## src/rtl/ball_link_tx_pkg.sv

```systemverilog
`timescale 1ns/1ps
// ball_link_pkg
// Shared definitions for the ball hand-off transmitter: FSM state encoding,
// frame geometry, the receiver's register map indices, the latched shadow
// record and the helper that turns a frame index into the byte on the wire.
//
// Frame on the wire (byte index 0..7):
//   0 address {SLAVE_ADDR,W}, 1 register pointer, 2..7 slv_reg0..slv_reg5
package ball_link_pkg;

    typedef enum logic [2:0] {
        ST_IDLE,
        ST_START,
        ST_SEND,
        ST_WAIT_ACK,
        ST_STOP_OK,
        ST_DONE,
        ST_STOP_FAIL
    } state_t;

    localparam int         FRAME_BYTES  = 8;
    localparam logic [7:0] REG_PTR_BASE = 8'h00;

    // Address + pointer precede the register payload.
    localparam int HDR_BYTES = 2;

    // Receiver register map (slv_reg0..slv_reg5).
    localparam int REG_Y0    = 0;
    localparam int REG_Y1    = 1;
    localparam int REG_VY    = 2;
    localparam int REG_GRAV  = 3;
    localparam int REG_SPEED = 4;
    localparam int REG_WIN   = 5;

    typedef struct packed {
        logic [9:0] ball_y;
        logic [7:0] ball_vy;
        logic [1:0] gravity_counter;
        logic       speed_fast;
        logic       win_flag;
    } shadow_t;

    // Byte transmitted at frame position idx.
    function automatic logic [7:0] pack_byte(input logic [2:0] idx,
                                             input shadow_t    shadow,
                                             input logic [6:0] addr);
        logic [7:0] b;
        b = 8'h00;
        case (idx)
            3'd0:                      b = {addr, 1'b0};
            3'd1:                      b = REG_PTR_BASE;
            3'(HDR_BYTES + REG_Y0):    b = {shadow.ball_y[9:8], 6'b0};
            3'(HDR_BYTES + REG_Y1):    b = shadow.ball_y[7:0];
            3'(HDR_BYTES + REG_VY):    b = shadow.ball_vy;
            3'(HDR_BYTES + REG_GRAV):  b = {6'b0, shadow.gravity_counter};
            3'(HDR_BYTES + REG_SPEED): b = {7'b0, shadow.speed_fast};
            3'(HDR_BYTES + REG_WIN):   b = {7'b0, shadow.win_flag};
            default:                   b = 8'h00;
        endcase
        return b;
    endfunction

endpackage

```

## src/rtl/ball_link_tx_if.sv

```systemverilog
`timescale 1ns/1ps
// ball_link_tx_if
// Byte-level handshake between the frame transmitter and the I2C master core.
//   i2c_start / i2c_stop : one-cycle START / STOP requests (transmitter -> core)
//   i2c_wdata / i2c_wvalid: byte offered, held until i2c_wready
//   i2c_wready           : core accepts the byte when wvalid && wready
//   i2c_ack_valid        : one-cycle pulse, ACK slot of the last byte finished
//   i2c_nack             : qualifies i2c_ack_valid, 1 = NACK
//   i2c_busy             : core is on the bus
// Modports: master = transmitter side, slave = I2C core side.
interface ball_link_tx_if;
    logic       i2c_start;
    logic       i2c_stop;
    logic [7:0] i2c_wdata;
    logic       i2c_wvalid;
    logic       i2c_wready;
    logic       i2c_ack_valid;
    logic       i2c_nack;
    logic       i2c_busy;

    modport master (
        output i2c_start, i2c_stop, i2c_wdata, i2c_wvalid,
        input  i2c_wready, i2c_ack_valid, i2c_nack, i2c_busy
    );

    modport slave (
        input  i2c_start, i2c_stop, i2c_wdata, i2c_wvalid,
        output i2c_wready, i2c_ack_valid, i2c_nack, i2c_busy
    );
endinterface

```

## src/rtl/ball_link_tx.sv

```systemverilog
`timescale 1ns/1ps
// ball_link_tx
// Latches the ball hand-off state on a rising edge of the controller's send
// trigger and writes it as an 8-byte frame (address, pointer, slv_reg0..5)
// through a byte-level I2C master core.
//
// Ports:
//   clk_25MHZ, reset       : clock, asynchronous active-high reset
//   i_send_trigger         : level from the controller, rising edge starts a frame
//   i_ball_y/i_ball_vy/i_gravity_counter/i_speed_fast/i_win_flag : frame payload
//   i2c (master modport)   : START/STOP pulses, byte handshake, ACK status, busy
//   o_done                 : one-cycle pulse on a successfully completed frame
//   o_error                : sticky failure flag, cleared by the next trigger edge
//   o_busy                 : high whenever the FSM is not idle
//
// Build option BALL_TX_RETRY_EN: a NACKed frame is restarted from the address
// byte up to MAX_RETRY times (parameter only exists in that build); without it
// a NACK ends the frame with o_error.
module ball_link_tx
    import ball_link_pkg::*;
#(
    parameter logic [6:0] SLAVE_ADDR = 7'h42
`ifdef BALL_TX_RETRY_EN
    , parameter int MAX_RETRY = 3
`endif
) (
    input  logic                  clk_25MHZ,
    input  logic                  reset,
    input  logic                  i_send_trigger,
    input  logic [9:0]            i_ball_y,
    input  logic [7:0]            i_ball_vy,
    input  logic [1:0]            i_gravity_counter,
    input  logic                  i_speed_fast,
    input  logic                  i_win_flag,
    ball_link_tx_if.master        i2c,
    output logic                  o_done,
    output logic                  o_error,
    output logic                  o_busy
);

    localparam logic [2:0] LAST_IDX = 3'(FRAME_BYTES - 1);

    state_t     r_state;
    logic [2:0] r_idx;
    shadow_t    r_shadow;
    logic       r_trig_d;
    logic       r_start;
    logic       r_stop;
    logic       r_wvalid;
    logic [7:0] r_wdata;
    logic       r_done;
    logic       r_error;
    logic       w_trig_edge;

`ifdef BALL_TX_RETRY_EN
    localparam int RETRY_W = (MAX_RETRY < 1) ? 1 : $clog2(MAX_RETRY + 1);
    logic [RETRY_W-1:0] r_retry;
`endif

    // The edge detector runs in every state, so a level held high through a
    // frame never produces a late edge once the FSM is back in IDLE.
    assign w_trig_edge = i_send_trigger & ~r_trig_d;

    always_ff @(posedge clk_25MHZ or posedge reset) begin
        if (reset) begin
            r_state  <= ST_IDLE;
            r_idx    <= 3'd0;
            r_shadow <= '0;
            r_trig_d <= 1'b0;
            r_start  <= 1'b0;
            r_stop   <= 1'b0;
            r_wvalid <= 1'b0;
            r_wdata  <= 8'h00;
            r_done   <= 1'b0;
            r_error  <= 1'b0;
`ifdef BALL_TX_RETRY_EN
            r_retry  <= '0;
`endif
        end else begin
            r_trig_d <= i_send_trigger;
            r_start  <= 1'b0;
            r_stop   <= 1'b0;
            r_done   <= 1'b0;

            case (r_state)
                ST_IDLE: begin
                    if (w_trig_edge) begin
                        r_shadow <= '{ball_y:          i_ball_y,
                                      ball_vy:         i_ball_vy,
                                      gravity_counter: i_gravity_counter,
                                      speed_fast:      i_speed_fast,
                                      win_flag:        i_win_flag};
                        r_error  <= 1'b0;
                        r_idx    <= 3'd0;
`ifdef BALL_TX_RETRY_EN
                        r_retry  <= '0;
`endif
                        r_state  <= ST_START;
                    end
                end

                ST_START: begin
                    // The address byte is offered together with the START
                    // request; the core holds wready low until it is ready.
                    if (!i2c.i2c_busy) begin
                        r_start  <= 1'b1;
                        r_wvalid <= 1'b1;
                        r_wdata  <= pack_byte(3'd0, r_shadow, SLAVE_ADDR);
                        r_state  <= ST_SEND;
                    end
                end

                ST_SEND: begin
                    if (i2c.i2c_wready) begin
                        r_wvalid <= 1'b0;
                        r_state  <= ST_WAIT_ACK;
                    end
                end

                ST_WAIT_ACK: begin
                    if (i2c.i2c_ack_valid) begin
                        if (i2c.i2c_nack) begin
                            r_stop  <= 1'b1;
                            r_state <= ST_STOP_FAIL;
                        end else if (r_idx == LAST_IDX) begin
                            r_stop  <= 1'b1;
                            r_state <= ST_STOP_OK;
                        end else begin
                            r_idx    <= r_idx + 3'd1;
                            r_wvalid <= 1'b1;
                            r_wdata  <= pack_byte(r_idx + 3'd1, r_shadow, SLAVE_ADDR);
                            r_state  <= ST_SEND;
                        end
                    end
                end

                ST_STOP_OK: begin
                    // Busy is only trusted once the core has registered STOP.
                    if (!r_stop && !i2c.i2c_busy) begin
                        r_done  <= 1'b1;
                        r_state <= ST_DONE;
                    end
                end

                ST_DONE: begin
                    r_state <= ST_IDLE;
                end

                ST_STOP_FAIL: begin
                    if (!r_stop && !i2c.i2c_busy) begin
`ifdef BALL_TX_RETRY_EN
                        if (r_retry < RETRY_W'(MAX_RETRY)) begin
                            r_retry <= r_retry + 1'b1;
                            r_idx   <= 3'd0;
                            r_state <= ST_START;
                        end else begin
                            r_error <= 1'b1;
                            r_state <= ST_IDLE;
                        end
`else
                        r_error <= 1'b1;
                        r_state <= ST_IDLE;
`endif
                    end
                end

                default: begin
                    r_state <= ST_IDLE;
                end
            endcase
        end
    end

    assign i2c.i2c_start  = r_start;
    assign i2c.i2c_stop   = r_stop;
    assign i2c.i2c_wvalid = r_wvalid;
    assign i2c.i2c_wdata  = r_wdata;
    assign o_done         = r_done;
    assign o_error        = r_error;
    assign o_busy         = (r_state != ST_IDLE);

endmodule
```

## src/flat_wrapper.sv

```systemverilog
// flat-port wrapper written by rule: the top's interface ports become plain ports
module ball_link_tx_flat import ball_link_pkg::*;
#(
    parameter logic [6:0] SLAVE_ADDR = 7'h42

)
  (clk_25MHZ, reset, i_send_trigger, i_ball_y, i_ball_vy, i_gravity_counter, i_speed_fast, i_win_flag, o_done, o_error, o_busy, i2c_i2c_start, i2c_i2c_stop, i2c_i2c_wdata, i2c_i2c_wvalid, i2c_i2c_wready, i2c_i2c_ack_valid, i2c_i2c_nack, i2c_i2c_busy);
  ball_link_tx_if i2c_i ();
  input  logic clk_25MHZ;
  input  logic reset;
  input  logic i_send_trigger;
  input  logic [9:0] i_ball_y;
  input  logic [7:0] i_ball_vy;
  input  logic [1:0] i_gravity_counter;
  input  logic i_speed_fast;
  input  logic i_win_flag;
  output logic o_done;
  output logic o_error;
  output logic o_busy;
  output wire logic [$bits(i2c_i.i2c_start)-1:0] i2c_i2c_start;
  output wire logic [$bits(i2c_i.i2c_stop)-1:0] i2c_i2c_stop;
  output wire logic [$bits(i2c_i.i2c_wdata)-1:0] i2c_i2c_wdata;
  output wire logic [$bits(i2c_i.i2c_wvalid)-1:0] i2c_i2c_wvalid;
  input wire logic [$bits(i2c_i.i2c_wready)-1:0] i2c_i2c_wready;
  input wire logic [$bits(i2c_i.i2c_ack_valid)-1:0] i2c_i2c_ack_valid;
  input wire logic [$bits(i2c_i.i2c_nack)-1:0] i2c_i2c_nack;
  input wire logic [$bits(i2c_i.i2c_busy)-1:0] i2c_i2c_busy;
  assign i2c_i2c_start = i2c_i.i2c_start;
  assign i2c_i2c_stop = i2c_i.i2c_stop;
  assign i2c_i2c_wdata = i2c_i.i2c_wdata;
  assign i2c_i2c_wvalid = i2c_i.i2c_wvalid;
  assign i2c_i.i2c_wready = i2c_i2c_wready;
  assign i2c_i.i2c_ack_valid = i2c_i2c_ack_valid;
  assign i2c_i.i2c_nack = i2c_i2c_nack;
  assign i2c_i.i2c_busy = i2c_i2c_busy;
  ball_link_tx #(.SLAVE_ADDR(SLAVE_ADDR)) u_core (.clk_25MHZ(clk_25MHZ), .reset(reset), .i_send_trigger(i_send_trigger), .i_ball_y(i_ball_y), .i_ball_vy(i_ball_vy), .i_gravity_counter(i_gravity_counter), .i_speed_fast(i_speed_fast), .i_win_flag(i_win_flag), .i2c(i2c_i), .o_done(o_done), .o_error(o_error), .o_busy(o_busy));
endmodule
```

## config.mk

```make
export PLATFORM = sky130hd
export DESIGN_NAME = ball_link_tx_flat
export DESIGN_NICKNAME = d
export VERILOG_FILES = /design/src/rtl/ball_link_tx_pkg.sv /design/src/rtl/ball_link_tx_if.sv /design/src/rtl/ball_link_tx.sv /design/src/flat_wrapper.sv
export SDC_FILE = /design/constraint.sdc
export NUM_CORES = 1
export LEC_CHECK = 0
export BUFFER_PORTS_ARGS = -buffer_cell sky130_fd_sc_hd__buf_2
export CORE_UTILIZATION = 53
export CTS_BUF_LIST = sky130_fd_sc_hd__clkbuf_4 sky130_fd_sc_hd__clkbuf_8 sky130_fd_sc_hd__clkbuf_16
export DETAILED_ROUTE_END_ITERATION = 10
export PLACE_DENSITY = 0.83
export RECOVER_POWER = 50
export SLEW_MARGIN = 20
export SYNTH_ARGS = -nofsm -noshare
export SYNTH_HDL_FRONTEND = slang
export SYNTH_SLANG_ARGS = --single-unit
```

## constraint.sdc

```tcl
create_clock -name clk_25MHZ -period 3.2 [get_ports clk_25MHZ]
set_input_delay 0.32 -clock clk_25MHZ [delete_from_list [all_inputs] [get_ports clk_25MHZ]]
set_output_delay 0.32 -clock clk_25MHZ [all_outputs]
set_load 0.05 [all_outputs]
```

After elaboration in Yosys (flattened, before gate mapping)
Index checks and enable logic that the tools add are counted.
{"block": "word_totals", "out_inout_bits": 14, "reg_bits": 42, "inputBits": 29, "wordCells": 91}
{"block": "classes", "n_bitwise": 2, "reduce_logical": 16, "muxes": 37, "add_sub_neg": 1, "eq_ne": 21}
{"operator": "$pmux 8 s8", "count": 1}
{"operator": "$mux 3", "count": 12}
{"operator": "$mux 8", "count": 4}
{"operator": "$eq 3x3->1 const B", "count": 7}
{"operator": "$pmux 3 s6", "count": 1}
{"operator": "$pmux 8 s2", "count": 1}
{"operator": "$mux 1", "count": 15}
{"operator": "$eq 3x2->1 const B", "count": 4}
{"operator": "$reduce_and 6->1", "count": 2}
{"operator": "$ne 2x2->1 const B", "count": 5}
{"operator": "$reduce_and 5->1", "count": 2}
{"operator": "$eq 3x1->1 const B", "count": 2}
{"operator": "$logic_not 3->1", "count": 2}
{"operator": "$ne 2x1->1 const B", "count": 3}
{"operator": "$pmux 3 s2", "count": 1}
{"operator": "$reduce_bool 2->1", "count": 3}
{"operator": "$reduce_bool 3->1", "count": 2}
{"operator": "$add 3x1->3 const B", "count": 1}
{"operator": "$pmux 1 s3", "count": 1}
{"operator": "$reduce_and 3->1", "count": 1}
{"operator": "$logic_not 1->1", "count": 2}
{"operator": "$pmux 1 s2", "count": 1}
{"operator": "$reduce_and 2->1", "count": 1}
{"operator": "$and 1x1->1", "count": 1}
{"operator": "2 further kinds", "count": 2}

Logic depth before layout (Yosys ltp)
{"block": "logic_depth", "ltp_word": 7, "depth_mapped": 7, "depth_no_buf": 6}

Least setup slack after synthesis
Ideal clock, no wire load.
{"block": "synth_timing", "path_type": "reg-to-reg", "startpoint": "register u_core.r_idx[0]", "endpoint": "register u_core.r_wdata[0], in the netlist u_core.i2c.i2c_wdata[0]", "arrival_ns": 2.053, "slack_ns": 0.988, "path_stages_with_launch": 7, "setup_time_ns": 0.159, "synth_period_minus_slack_ns": 2.212, "required_time_ns": 3.041, "path_buffers": 1, "cell_sequence": "dfrtp_1 -> ha_1 -> ha_1 -> and2_1 -> clkbuf_1 -> o41ai_1 -> o21ai_0"}
{"block": "synth_between", "elab_chain_len": 7, "word_cells_on_any_way": 17, "cone_classes": "1 x add/sub; 9 x eq/ne; 5 x mux; 2 x reduce/logical"}
{"item": "start: declaration", "line_no": "ball_link_tx.sv:44", "source": "logic [2:0] r_idx;"}
{"item": "start signal: assignment", "line_no": "ball_link_tx.sv:129", "source": "r_idx <= r_idx + 3'd1;"}
{"item": "$add 3x1->3", "line_no": "ball_link_tx.sv:131", "source": "r_wdata <= pack_byte(r_idx + 3'd1, r_shadow, SLAVE_ADDR);"}
{"item": "$eq 3x3->1, or another cell as far along", "line_no": "ball_link_tx_pkg.sv:49", "source": "case (idx)"}
{"item": "$pmux 8 s8", "line_no": "ball_link_tx_pkg.sv:49"}
{"item": "$mux 8", "line_no": "ball_link_tx.sv:125", "source": "end else if (r_idx == LAST_IDX) begin"}
{"item": "$mux 8", "line_no": "ball_link_tx.sv:122", "source": "if (i2c.i2c_nack) begin"}
{"item": "$mux 8", "line_no": "ball_link_tx.sv:121", "source": "if (i2c.i2c_ack_valid) begin"}
{"item": "$pmux 8 s2", "line_no": "ball_link_tx.sv:85", "source": "case (r_state)"}
{"item": "end signal: assignment", "line_no": "ball_link_tx.sv:108", "source": "r_wdata <= pack_byte(3'd0, r_shadow, SLAVE_ADDR);"}
{"item": "end signal: assignment", "line_no": "ball_link_tx.sv:131"}
{"item": "end: declaration", "line_no": "ball_link_tx.sv:50", "source": "logic [7:0] r_wdata;"}
Several ways; a longest one is shown, not always the timed one. The select of a mux whose other input is x is not followed.
A chain may end at the register's enable or synchronous reset.

Worst setup path in the final report
{"block": "layout_timing", "startpoint": "register u_core.r_state[2]", "endpoint": "register u_core.r_shadow[20] (netlist bit)"}
{"block": "layout_between", "elab_chain_len": 2}
{"item": "start: declaration", "line_no": "ball_link_tx.sv:43", "source": "state_t r_state;"}
{"item": "start signal: assignment", "line_no": "ball_link_tx.sv:66", "source": "r_state <= ST_IDLE;"}
{"item": "start signal: assignment", "line_no": "ball_link_tx.sv:98", "source": "r_state <= ST_START;"}
{"item": "start signal: assignment", "line_no": "ball_link_tx.sv:109", "source": "r_state <= ST_SEND;"}
{"item": "$logic_not 3->1", "line_no": "ball_link_tx.sv:85"}
{"item": "$reduce_and 2->1 (no source line)"}
{"item": "end signal: assignment", "line_no": "ball_link_tx.sv:88", "source": "r_shadow <= '{ball_y: i_ball_y,"}
{"item": "end: declaration", "line_no": "ball_link_tx.sv:45", "source": "shadow_t r_shadow;"}
Every way passes these cells.

==> impl_metrics.xml <==
<?xml version="1.0" encoding="UTF-8"?>
<metrics>
  <group name="cts">
    <metric name="clock_sink_count" unit="">42</metric>
    <metric name="cts_hold_repair.buffers" unit="">0</metric>
    <metric name="clock-root-buffer" unit="">sky130_fd_sc_hd__clkbuf_8</metric>
    <metric name="cts_tree" unit="">done</metric>
    <metric name="ctsHtreeMaxLevel" unit="">2</metric>
    <metric name="tritoncts.num_buffers" unit="">5</metric>
    <metric name="cts.repair.resized" unit="">0</metric>
    <metric name="post_cts.repair.setup_buffers" unit="">0</metric>
    <metric name="cts.clk_slew.worst_paths" unit="ns">0.07</metric>
    <metric name="clk_lat_worst_skew" unit="ns">0.29</metric>
    <metric name="ctsLongestPathBuffers" unit="">2</metric>
  </group>
  <group name="synth">
    <metric name="synthMostInstantiatedCell" unit="">sky130_fd_sc_hd__dfrtp_1</metric>
    <metric name="ys_top_cells_by_count" unit="">sky130_fd_sc_hd__dfrtp_1, sky130_fd_sc_hd__mux2_4, sky130_fd_sc_hd__o21ai_0</metric>
    <metric name="cell_accounting_for_the_most_synthesized_area" unit="">sky130_fd_sc_hd__dfrtp_1</metric>
    <metric name="synth.distinct_cells" unit="">32</metric>
    <metric name="synth_seq_area_share" unit="%">53.3</metric>
    <metric name="synth.net_count" unit="">190</metric>
    <metric name="post_synth_instance_area" unit="µm²">1970</metric>
    <metric name="yosys-top-cells-area" unit="">sky130_fd_sc_hd__dfrtp_1, sky130_fd_sc_hd__mux2_4, sky130_fd_sc_hd__ha_1, sky130_fd_sc_hd__o21ai_0, sky130_fd_sc_hd__a22oi_1</metric>
    <metric name="synth.yosys.warnings" unit="">0</metric>
    <metric name="synth_cells" unit="">155</metric>
    <metric name="synth-seq-cells" unit="">42</metric>
    <metric name="synth.top_cell.area_share" unit="%">53.3</metric>
    <metric name="synth-edff-count" unit="">0</metric>
    <metric name="synthesis.area_per_instance" unit="µm²">12.7</metric>
    <metric name="share_of_synthesized_registers_carrying_an_async_set_or_reset" unit="%">100</metric>
    <metric name="synth_ff_type" unit="">sky130_fd_sc_hd__dfrtp_1</metric>
  </group>
  <group name="final_layout">
    <metric name="n_antenna_cell" unit="">0</metric>
    <metric name="ff_latch_area" unit="µm²">1050</metric>
    <metric name="layout-drive-gt1-share" unit="%">37.0</metric>
    <metric name="final_core_utilization" unit="%">66.3</metric>
    <metric name="final_net_count" unit="">234</metric>
    <metric name="design_area" unit="µm²">2280</metric>
    <metric name="syn2layout_area_growth" unit="%">15.7</metric>
    <metric name="multi_input_comb_area" unit="µm²">830</metric>
    <metric name="fillerInstances" unit="">260</metric>
    <metric name="post_layout_nonfiller_instances" unit="">246</metric>
  </group>
  <group name="die">
    <metric name="start_util" unit="%">57.3</metric>
    <metric name="die_height" unit="µm">63.0</metric>
    <metric name="floorplan.io_pins" unit="">43</metric>
    <metric name="core-area" unit="µm²">3440</metric>
    <metric name="fp.dieArea" unit="µm²">3970</metric>
    <metric name="rows" unit="">21</metric>
    <metric name="fp.dieW" unit="µm">63.0</metric>
  </group>
  <group name="sta">
    <metric name="final-setup-viol-count" unit="">0</metric>
    <metric name="timing.final.hold_violations" unit="">0</metric>
    <metric name="final.setup.tns" unit="ns">0</metric>
    <metric name="tightestPinTransition" unit="ns">1.02</metric>
    <metric name="rsz_0062_raised_after_global_routing" unit="">false</metric>
    <metric name="fin_crit_sh" unit="%">71.3</metric>
    <metric name="finalWorstSetupSlack" unit="ns">0.920</metric>
    <metric name="clock-skew-final" unit="ns">0.00628</metric>
    <metric name="slew_headroom" unit="%">31.9</metric>
    <metric name="layout_min_cycle_time" unit="ns">2.28</metric>
    <metric name="finalMaxSlewViolations" unit="">0</metric>
    <metric name="clock.fmax" unit="MHz">439</metric>
    <metric name="fin_hold_ws" unit="ns">0.142</metric>
  </group>
  <group name="route">
    <metric name="final_antenna_net_count" unit="">0</metric>
    <metric name="drc_errors" unit="">0</metric>
    <metric name="wl_per_cell" unit="µm">15.7</metric>
    <metric name="first_iter_violations" unit="">98</metric>
    <metric name="drt_first_pass_iters" unit="">4</metric>
    <metric name="viasPerCell" unit="">5.58</metric>
    <metric name="num_vias" unit="">1372</metric>
    <metric name="detail_route.wirelength" unit="µm">3850</metric>
  </group>
  <group name="critical_path">
    <metric name="worstSetupStartpointType" unit="">register</metric>
    <metric name="critPathRequiredTime" unit="ns">3.38</metric>
    <metric name="critPathMaxFanout" unit="">13</metric>
    <metric name="crit_path_end_kind" unit="">register</metric>
    <metric name="worst_ep_arrival" unit="ns">2.46</metric>
    <metric name="worstSetupPathType" unit="">reg -&gt; reg</metric>
  </group>
  <group name="grt">
    <metric name="gr-max-usage-layer" unit="">met2</metric>
    <metric name="largest_net_degree_at_the_start_of_global_routing" unit="">25</metric>
    <metric name="global_route.usage.met3" unit="%">5.11</metric>
    <metric name="wire_length_of_the_first_global_routing_pass" unit="µm">6400</metric>
    <metric name="vias_in_the_first_global_route" unit="">1360</metric>
    <metric name="number_of_antenna_violations_at_the_first_check_in_global_routing" unit="">0</metric>
    <metric name="globalRouteMet1Util" unit="%">26.7</metric>
    <metric name="grt.overflow.total" unit="">0</metric>
    <metric name="track_usage" unit="%">21.0</metric>
    <metric name="gr_util_met2" unit="%">33.9</metric>
  </group>
  <group name="power">
    <metric name="worst_supply_voltage_drop_on_vdd" unit="mV">0.357</metric>
    <metric name="cellLeakagePower" unit="nW">1.16</metric>
    <metric name="cellPowerDensity" unit="nW/µm²">924</metric>
    <metric name="totalPowerFinal" unit="mW">2.11</metric>
  </group>
  <group name="place">
    <metric name="dp.final_hpwl" unit="µm">2870</metric>
    <metric name="globalplace.congestion" unit="">0.808</metric>
    <metric name="post_place_instance_area" unit="µm²">2190</metric>
    <metric name="place.port_buffers" unit="">42</metric>
    <metric name="preCtsSetupSlack" unit="ns">0.564</metric>
    <metric name="place.detailed.instances" unit="">238</metric>
  </group>
  <group name="job">
    <metric name="maxCapViolations" unit="">0</metric>
  </group>
  <group name="worst_hold_path">
    <metric name="hp-class" unit="">in -&gt; reg</metric>
  </group>
  <group name="outcome">
    <metric name="status" unit="">finished clean</metric>
  </group>
</metrics>
==> routing by layer <==
metal,up-vias,part of all wire [%]
li1,638,-
met1,661,42
met2,62,49
met3,11,6.6
met4,0,2.2
met5,-,0
==> worst paths after layout <==
path / slack, ns / from / endpoint / cells past startpoint
worst max-delay path: 0.92 / u_core.r_state[2] / u_core.r_shadow[20] / 4
worst min-delay path: 0.14 / i_send_trigger / u_core.r_trig_d / 1
worst max register to register: 0.92 / u_core.r_state[2] / u_core.r_shadow[20] / 4
worst min register to register: 0.51 / u_core.i2c.i2c_wdata[5] / u_core.i2c.i2c_wdata[5] / 2
max in group asynchronous: 1.62 / reset / u_core.r_shadow[0] / 3
min in group asynchronous: 0.18 / reset / u_core.i2c.i2c_wdata[2] / 2
==> area by class of cell <==
type                    count  share of cell area (%)
clock buffers               7                    3.95
clock inverters             1                   0.219
inverters                   9                    1.48
multi-input cells          97                    36.3
flip-flops and latches     42                    46.0
well taps                  46                    2.52
repair buffers             44                    9.48
==> cell usage in the layout, fill, tap and decap left out, types with 2 or more instances in the layout <==
| master | netlist | routed |
|---|---|---|
| sky130_fd_sc_hd__mux2_4 | 20 | 20 |
| sky130_fd_sc_hd__a22o_1 | 4 | 4 |
| sky130_fd_sc_hd__or3b_2 | 2 | 2 |
| sky130_fd_sc_hd__clkbuf_1 | 4 | 5 |
| sky130_fd_sc_hd__nand2_1 | 10 | 10 |
| sky130_fd_sc_hd__buf_2 | 0 | 38 |
| sky130_fd_sc_hd__inv_1 | 9 | 9 |
| sky130_fd_sc_hd__or3_1 | 2 | 2 |
| sky130_fd_sc_hd__a21oi_1 | 2 | 2 |
| sky130_fd_sc_hd__clkbuf_8 | 0 | 6 |
| sky130_fd_sc_hd__a2bb2oi_1 | 2 | 2 |
| sky130_fd_sc_hd__ha_1 | 6 | 6 |
| sky130_fd_sc_hd__nor3_1 | 2 | 2 |
| sky130_fd_sc_hd__nor2_1 | 5 | 5 |
| sky130_fd_sc_hd__o21ai_0 | 14 | 14 |
| sky130_fd_sc_hd__nor2b_1 | 3 | 3 |
| sky130_fd_sc_hd__dfrtp_1 | 42 | 42 |
| sky130_fd_sc_hd__a22oi_1 | 9 | 9 |
| sky130_fd_sc_hd__mux2_2 | 3 | 3 |
==> power breakdown <==
group	switching (mW)	total (mW)	internal, mW	leakage, nW
logic	0.462	0.844	0.382	0.588
clock network	0.169	0.351	0.182	0.0517
registers	0.171	0.915	0.743	0.521
==> worst max-delay path: stages (launching register included) <==
cell and delay (ns):
sky130_fd_sc_hd__dfrtp_1 0.45, sky130_fd_sc_hd__or3b_1 0.44, sky130_fd_sc_hd__or3_1 0.62, sky130_fd_sc_hd__buf_4 0.34, sky130_fd_sc_hd__mux2_4 0.32
==> registers in the layout, indices dropped and copies added, names as in the netlist <==
name and count:
u_core.r_state 3, u_core.i2c.i2c_start 1, u_core.i2c.i2c_stop 1, u_core.o_done 1, u_core.r_shadow 22, u_core.r_trig_d 1
u_core.r_idx 3, u_core.i2c.i2c_wvalid 1, u_core.i2c.i2c_wdata 8, u_core.o_error 1
==> logic make-up (layout without fill, tap and decap cells) <==
logic type / Yosys count / after routing / share of synthesized area, %
compound gates: 37 / 37 / 12.7
fa+ha+maj: 6 / 6 / 3.80
buf+inv: 16 / 61 / 5.07
flops: 42 / 42 / 53.3
mux: 23 / 23 / 16.9
simple gates: 31 / 31 / 8.24
Note: power is estimated with default switching activity, not from simulation.
